===== config.mk =====
export PLATFORM = sky130hd
export DESIGN_NAME = uart
export DESIGN_NICKNAME = d
export VERILOG_FILES = /design/src/rtl/uart_pkg.sv /design/src/rtl/uart_rx.sv /design/src/rtl/uart.sv
export SDC_FILE = /design/constraint.sdc
export NUM_CORES = 1
export LEC_CHECK = 0
export ABC_AREA = 1
export CORE_MARGIN = 3
export CORE_UTILIZATION = 40
export CTS_BUF_LIST = sky130_fd_sc_hd__clkbuf_16
export DETAILED_ROUTE_END_ITERATION = 6
export PLACE_DENSITY = 0.66
export SLEW_MARGIN = 5
export SYNTH_ARGS = -nofsm -noshare
export SYNTH_HDL_FRONTEND = slang
export SYNTH_HIERARCHICAL = 1
export SYNTH_SLANG_ARGS = --single-unit

===== constraint.sdc =====
create_clock -name clk -period 3.97 [get_ports clk]
set_clock_uncertainty 0.05 [all_clocks]
set_input_delay 0.397 -clock clk [delete_from_list [all_inputs] [get_ports clk]]
set_output_delay 0.397 -clock clk [all_outputs]
set_load 0.02 [all_outputs]

===== src/rtl/uart_pkg.sv =====
// Shared types and frame constants for the uart transceiver.
package uart_pkg;

  localparam int DATA_BITS  = 8;
  localparam int FRAME_BITS = 10;
  // Sized for the largest legal CLKS_PER_BIT (65535).
  localparam int CNT_W      = $clog2(65535 + 1);

  typedef enum logic {
    TX_IDLE,
    TX_TRANSMITTING
  } tx_state_t;

  typedef enum logic [1:0] {
    RX_IDLE,
    RX_START,
    RX_DATA,
    RX_STOP
  } rx_state_t;

endpackage


===== src/rtl/uart_rx.sv =====
// 8N1 receiver: optional RX synchronizer (UART_RX_SYNC_EN), centre-sampling FSM, rdy flag.
module uart_rx
  import uart_pkg::*;
#(
  parameter int CLKS_PER_BIT = 2604
) (
  input  logic                 clk,
  input  logic                 rst,
  input  logic                 rx,
  input  logic                 clr_rdy,
  output logic                 rdy,
  output logic [DATA_BITS-1:0] rx_data
);

  localparam logic [CNT_W-1:0] BIT_LAST  = CNT_W'(CLKS_PER_BIT - 1);
  localparam logic [CNT_W-1:0] HALF_LAST = CNT_W'(CLKS_PER_BIT / 2 - 1);

  logic rx_in;

`ifdef UART_RX_SYNC_EN
  logic [1:0] sync;
  always_ff @(posedge clk) begin
    if (rst) sync <= 2'b11;
    else     sync <= {sync[0], rx};
  end
  assign rx_in = sync[1];
`else
  assign rx_in = rx;
`endif

  rx_state_t state, state_nxt;
  logic [CNT_W-1:0]     baud_cnt;
  logic [2:0]           bit_cnt;
  logic [DATA_BITS-1:0] shift;
  logic bit_end, start_det, sample, reload, set_rdy;

  always_ff @(posedge clk) begin
    if (rst) state <= RX_IDLE;
    else     state <= state_nxt;
  end

  always_comb begin
    state_nxt = state;
    start_det = 1'b0;
    sample    = 1'b0;
    reload    = 1'b0;
    set_rdy   = 1'b0;
    bit_end   = (baud_cnt == '0);
    case (state)
      RX_IDLE:  if (!rx_in) begin
        state_nxt = RX_START;
        start_det = 1'b1;
      end
      // Line must still be low at mid start bit, otherwise it was a glitch.
      RX_START: if (bit_end) begin
        state_nxt = rx_in ? RX_IDLE : RX_DATA;
        reload    = 1'b1;
      end
      RX_DATA:  if (bit_end) begin
        sample = 1'b1;
        reload = 1'b1;
        if (bit_cnt == 3'(DATA_BITS - 1)) state_nxt = RX_STOP;
      end
      RX_STOP:  if (bit_end) begin
        state_nxt = RX_IDLE;
        set_rdy   = rx_in;
      end
      default:  state_nxt = RX_IDLE;
    endcase
  end

  always_ff @(posedge clk) begin
    if (rst) begin
      baud_cnt <= '0;
      bit_cnt  <= '0;
      shift    <= '0;
      rx_data  <= '0;
      rdy      <= 1'b0;
    end else begin
      if (start_det) begin
        baud_cnt <= HALF_LAST;
        bit_cnt  <= '0;
      end else if (reload) begin
        baud_cnt <= BIT_LAST;
      end else if (state != RX_IDLE) begin
        baud_cnt <= baud_cnt - CNT_W'(1);
      end
      if (sample) begin
        shift   <= {rx_in, shift[DATA_BITS-1:1]};
        bit_cnt <= bit_cnt + 3'd1;
      end
      if (set_rdy) rx_data <= shift;
      // A completed byte beats a simultaneous clear.
      if (set_rdy)                   rdy <= 1'b1;
      else if (clr_rdy || start_det) rdy <= 1'b0;
    end
  end

endmodule


===== src/rtl/uart.sv =====
// Full-duplex 8N1 UART: inline transmitter plus uart_rx receiver.
// Define UART_RX_SYNC_EN to add a two-flop synchronizer on RX.
module uart
  import uart_pkg::*;
#(
  parameter int CLKS_PER_BIT = 2604
) (
  input  logic                 clk,
  input  logic                 rst,
  input  logic                 RX,
  input  logic                 trmt,
  input  logic [DATA_BITS-1:0] tx_data,
  input  logic                 clr_rdy,
  output logic                 TX,
  output logic                 tx_done,
  output logic                 rdy,
  output logic [DATA_BITS-1:0] rx_data
);

  localparam logic [CNT_W-1:0] BIT_LAST = CNT_W'(CLKS_PER_BIT - 1);

  tx_state_t state, state_nxt;
  logic [CNT_W-1:0]      baud_cnt;
  logic [3:0]            bit_cnt;
  logic [FRAME_BITS-1:0] shift;
  logic accept, bit_end, frame_end;

  always_ff @(posedge clk) begin
    if (rst) state <= TX_IDLE;
    else     state <= state_nxt;
  end

  always_comb begin
    state_nxt = state;
    accept    = 1'b0;
    frame_end = 1'b0;
    bit_end   = (baud_cnt == '0);
    case (state)
      TX_IDLE: if (trmt) begin
        accept    = 1'b1;
        state_nxt = TX_TRANSMITTING;
      end
      TX_TRANSMITTING: if (bit_end && bit_cnt == 4'(FRAME_BITS - 1)) begin
        frame_end = 1'b1;
        state_nxt = TX_IDLE;
      end
      default: state_nxt = TX_IDLE;
    endcase
  end

  // Shift register holds the whole frame {stop, data, start}; bit 0 is on the line.
  always_ff @(posedge clk) begin
    if (rst) begin
      baud_cnt <= '0;
      bit_cnt  <= '0;
      shift    <= '0;
      tx_done  <= 1'b0;
    end else if (accept) begin
      shift    <= {1'b1, tx_data, 1'b0};
      baud_cnt <= BIT_LAST;
      bit_cnt  <= '0;
      tx_done  <= 1'b0;
    end else if (state == TX_TRANSMITTING) begin
      if (frame_end) begin
        tx_done <= 1'b1;
      end else if (bit_end) begin
        shift    <= {1'b1, shift[FRAME_BITS-1:1]};
        bit_cnt  <= bit_cnt + 4'd1;
        baud_cnt <= BIT_LAST;
      end else begin
        baud_cnt <= baud_cnt - CNT_W'(1);
      end
    end
  end

  assign TX = (state == TX_TRANSMITTING) ? shift[0] : 1'b1;

  uart_rx #(
    .CLKS_PER_BIT(CLKS_PER_BIT)
  ) u_rx (
    .clk    (clk),
    .rst    (rst),
    .rx     (RX),
    .clr_rdy(clr_rdy),
    .rdy    (rdy),
    .rx_data(rx_data)
  );

endmodule


# Yosys cells after proc, flatten, opt, wreduce, memory -nomap -nowiden

Index checks and enable logic that the tools add are counted.

Bits of input ports: 13
Word-level logic and storage cells: 90
Register bits after elaboration: 70
Output and inout port bits: 11

Add/sub/neg operators: 4
Bitwise gates (word level): 2
Reduce and logical (&&, ||, !) cells: 22
Muxes and demuxes: 36
Equality and inequality tests: 11

Operators with widths:

| cell                    | count |
|---|---|
| $mux W12                | 5 |
| $mux W10                | 4 |
| $logic_not A16 Y1       | 2 |
| $sub A16 B1 Y16 const B | 2 |
| $mux W16                | 1 |
| $mux W1                 | 15 |
| $mux W2                 | 6 |
| $reduce_bool A2 Y1      | 6 |
| $mux W11                | 1 |
| $ne A2 B1 Y1 const B    | 4 |
| $pmux W2 S4             | 1 |
| $mux W3                 | 2 |
| $reduce_and A2 Y1       | 3 |
| $reduce_and A3 Y1       | 2 |
| $reduce_or A2 Y1        | 3 |
| $reduce_and A5 Y1       | 1 |
| $add A4 B1 Y4 const B   | 1 |
| $eq A2 B2 Y1 const B    | 2 |
| $eq A4 B4 Y1 const B    | 1 |
| $ne A2 B2 Y1 const B    | 2 |
| $add A3 B1 Y3 const B   | 1 |
| $eq A3 B3 Y1 const B    | 1 |
| $reduce_bool A3 Y1      | 1 |
| $reduce_or A3 Y1        | 1 |
| other kinds (6)         | 7 |

# Depth between registers and ports, before layout

Depth in word-level cells: 7
Mapped depth: 11
Mapped depth without buffers: 11

# Cells and area by module

The synthesis kept the hierarchy.

By module, submodules not included:

| module  | cells an instance | times used | seq. area each (sq um) | area an instance (sq um) |
|---|---|---|---|---|
| uart_rx | 280               | 1          | 760.7                  | 2024.4 |
| uart    | 285               | 1          | 640.6                  | 1859.3 |

# Worst setup path after synthesis

Ideal clock, no wire load.

Kind: reg2reg
From: reg u_rx.state[0]
To: reg u_rx.baud_cnt[9]
Arrival: 1463 ps
Period minus slack after synthesis: 1622 ps
Cell stages (with the launch flop): 11
Data required time: 3811 ps
Library setup time: 109 ps
Path slack: 2348 ps
Path buffers: 0
Cells stage by stage: dfxtp_1 inv_1 ha_1 inv_2 nand2_1 nor3_4 nand2_1 nand2_1 nand3_1 nand2_1 inv_1

Longest elaborated chain between the ends: 4
Elaborated cells between the ends (all ways): 10
Those cells by class: eq/ne: 2; mux: 3; reduce/logical: 5

RTL lines:

| element                                        | RTL line      | source |
|---|---|---|
| from (decl)                                    | uart_rx.sv:31 | `rx_state_t state, state_nxt;` |
| from (signal assigned)                         | uart_rx.sv:39 | `else state <= state_nxt;` |
| $eq A2 B1 Y1 or $eq A2 B2 Y1 (tied branches)   | uart_rx.sv:49 | `case (state)` |
| $reduce_or A2 Y1 (no line)                     | n/a           |  |
| $mux W1                                        | n/a           |  |
| $mux W12 or $reduce_bool A2 Y1 (tied branches) | n/a           |  |
| to (signal assigned)                           | uart_rx.sv:86 | `baud_cnt <= baud_cnt - CNT_W'(1);` |
| to (decl)                                      | uart_rx.sv:32 | `logic [CNT_W-1:0] baud_cnt;` |

Parallel ways exist; a longest one is shown, timed or not.
A chain may end at the register's enable or synchronous reset.

==> results.md <==
- Drt total wl: 7990 µm
- Std-Cell Rows: 35
- Final Cell Area: around 4500 µm²
- Final GP Congestion: ~0.84
- Area delta synth->final: 15.88%
- Die extent in x: roughly 100 µm
- I/O pins: 24
- CTS Buf Count: 9
- Wire per inst: 11.07 µm
- CTS tree: built
- Post-Route Setup TNS: 0 ps
- Achievable Freq: about 0.48 GHz
- Initial antenna violation count: 0
- Die Footprint: roughly 11000 µm²
- Average instance area after synthesis: roughly 6.9 µm²
- Critical Path End Type: flip-flop
- Worst R2R End: u_rx/baud_cnt[13]
- ANT cells: 0
- Fin crit share: a little over half
- Routing usage on met2: 27.58%
- Clock-pin slew on the worst setup and hold paths: roughly 60 ps
- Max Cap Viol: 0
- Synthesized netlist cell count: ~570
- Finished Core Util: roughly half
- P per Cell Area: 628.0 nW/µm²
- DRC Markers: 0
- Switching fraction of total power: 39.27%
- Final #Nets: just over 600
- Net count after synthesis: 589
- Number of global-route vias before repair: roughly 3400
- Hold WS: ~420 ps
- Sequential area share after synthesis: 36.08%
- Worst reg2reg path depth: 7
- Post-CTS setup buffer count: 0
- Mapped Area: 3884 µm²
- FFs w/ async S/R, synth: 0%
- Worst Max-Slew Pin Slew: 645.5 ps
- Number of flops mapped to enable cells by yosys: 0
- R2r setup slk: about 2000 ps
- Core Footprint: approximately 9300 µm²
- Peak supply drop: between 300 and 400 µV
- Worst relative slew slack: a little under three fifths
- Avg Vias per Cell: around 4.8
- Clk pwr share: between 30% and 40%
- Clk sinks: 70
- Run status: complete, no violations
- Ys flop type: dfxtp_1
- PostCTS Resize Cnt: 0
- Final-report setup violation count: 0
- Yosys cell types: 35
- Critical Path Start Type: primary input
- CP required: a little over 4000 ps
- Insertion delay to the later sink of the worst-skew pair: between 300 and 400 ps
- Antenna Nets Post-Route: 0
- WHS Endpoint: shift[0]
- Placed Area: 4178 µm²
- Internal Power: between 1.5 and 2 mW
- GR Util All Layers: about 16%
- Starting Density: a little over two fifths
- Placement Setup Slack: about 1500 ps
- First DRT Iteration DRCs: about 150
- Met3 usage: 3.150%
- Hold Path Stages: 2
- Crit Path Class: primary input to flip-flop
- Min-delay src: shift[0]
- Clock period minus worst slack: roughly 2100 ps
- YS warnings: 6
- First-pass GRT wire length: between 10000 and 15000 µm
- Die H: 104.5 µm
- Share of layout cells above drive strength 1: 10.96%
- Data arrival time of the critical path: ~2200 ps
- H-tree depth: 3
- Post-synthesis register bit count: 70
- P_sw: ~1.1 mW
- Hold_buf cts: 0
- Worst Path Max Fanout: 17
- Met1 usage: between 10% and 20%
- Fin. Hold Viols: 0
- Final worst setup slack: between 1500 and 2000 ps
- Final global-route overflow total: 0
- Reg-to-reg startpoint: u_rx/state[0]
- Largest net degree at the start of global routing: 18
- RSZ-0062 raised after global routing: no
- HPWL after detailed placement: 5857 µm
- IO Port Bufs: 23
- Worst min path class: flip-flop to flip-flop
- Part of the power in registers: 31.9%
- CTS Buffer Depth: 2
- Final Slew Violations: 0
- Combinational share of power: between 30% and 40%
- Leakage: 2.035 nW
- DR pass1 iterations: 4
- CTS root buffer: clkbuf_16
- GRT busiest layer: met2
- Vias after detailed routing: between 3000 and 4000
[cell families after synthesis]
group	after synthesis	share of synthesized area (%)
XOR/XNOR	8	1.804
flip-flops	70	36.08
buffers and inverters	94	10.66
AO/OA/AOI/OAI	72	10.70
adder cells (fa/ha/maj)	11	3.544
AND/OR/NAND/NOR	310	37.21
[routing by layer]
metal / routed length (µm) / part of all wire [%] / vias to the layer above
met2: 4006 / 50 / 32
li1: - / - / 1821
met1: 3796 / 48 / 1596
met4: 36 / 0.45 / 0
met3: 151 / 1.9 / 4
met5: 0 / 0 / -
[final cells by class]
| class | count | area (µm²) |
|---|---|---|
| tap | 129 | 161.4 |
| multi-input combinational | 401 | 2068 |
| clock buffer | 9 | 225.2 |
| inverter | 82 | 309.0 |
| sequential | 70 | 1401 |
| fill | 925 | 4827 |
| clock inverter | 7 | 97.59 |
| timing repair buffer | 24 | 237.7 |
[synthesized netlist by cell type, types with 2 or more instances]
library cell,number,area share [%]
a211oi_1,5,0.97
a21oi_1,26,3.4
a21oi_2,7,1.6
a31oi_1,4,0.64
buf_2,5,0.64
buf_6,5,1.4
dfxtp_1,70,36
ha_1,11,3.5
inv_1,75,7.2
inv_2,5,0.48
nand2_1,123,12
nand2_2,8,1.3
nand2_4,2,0.58
nand3_1,41,5.3
nand3_2,3,0.77
nand3b_1,3,0.58
nand4_1,4,0.64
nor2_1,104,10
nor2_2,9,1.4
nor2_4,6,1.7
nor2_8,2,1.0
o21ai_0,18,2.3
o21ai_1,8,1.0
o21bai_1,3,0.58
xor2_1,8,1.8
[worst max-delay path by stage]
stage / cells after the start / slack, ps / startpoint / endpoint
floorplan: 10 / 2350 / u_rx/state[0] / u_rx/baud_cnt[9]
global placement: 4 / 1570 / rst / bit_cnt[1]
detailed placement: 4 / 1530 / rst / shift[0]
CTS: 4 / 1880 / rst / shift[0]
global route: 4 / 1700 / rst / bit_cnt[1]
finish: 4 / 1890 / rst / shift[0]
[worst max-delay path: stages]
cell and delay, ps:
clkdlybuf4s50_1 880, clkinv_1 400, nand2_1 440, a211oi_1 90
[flip-flops by register name, indices dropped and copies added, names as in the netlist, named ones only]
| register | count |
|---|---|
| shift | 10 |
| bit_cnt | 4 |
| u_rx/state | 1 |
| baud_cnt | 16 |
| u_rx/rdy | 1 |
| u_rx/rx_data | 8 |
| state | 1 |
| u_rx/shift | 8 |
| tx_done | 1 |
| u_rx/baud_cnt | 16 |
| u_rx/bit_cnt | 3 |
[layout by cell type, fill, tap and decap left out, drive strengths merged, types with 5 or more instances in the layout]
| cell type | count |
|---|---|
| dfxtp | 70 |
| ha | 11 |
| nand2 | 133 |
| a21oi | 33 |
| nor2 | 121 |
| clkdlybuf4s50 | 23 |
| o21ai | 27 |
| xor2 | 8 |
| inv | 81 |
| a211oi | 5 |
| nand3 | 45 |
| clkbuf | 9 |
| nand4 | 6 |
| clkinv | 5 |
[per-stage QoR]
step / power, mW / instances
6_report: 2.826 / 722
3_5_place_dp: 1.975 / 706
4_1_cts: 2.853 / 722
3_3_place_gp: 1.949 / 706
2_1_floorplan: 1.785 / 565
5_1_grt: 3.052 / 722
[power by group through the flow]
stage | combinational [mW] | clock (mW) | sequential [mW]
floorplan | 0.896 | 0 | 0.889
global placement | 1.04 | 0 | 0.911
detailed placement | 1.06 | 0 | 0.916
CTS | 1.07 | 0.884 | 0.901
global route | 1.23 | 0.911 | 0.916
finish | 1.06 | 0.862 | 0.902
(Power assumes the default switching activity.)
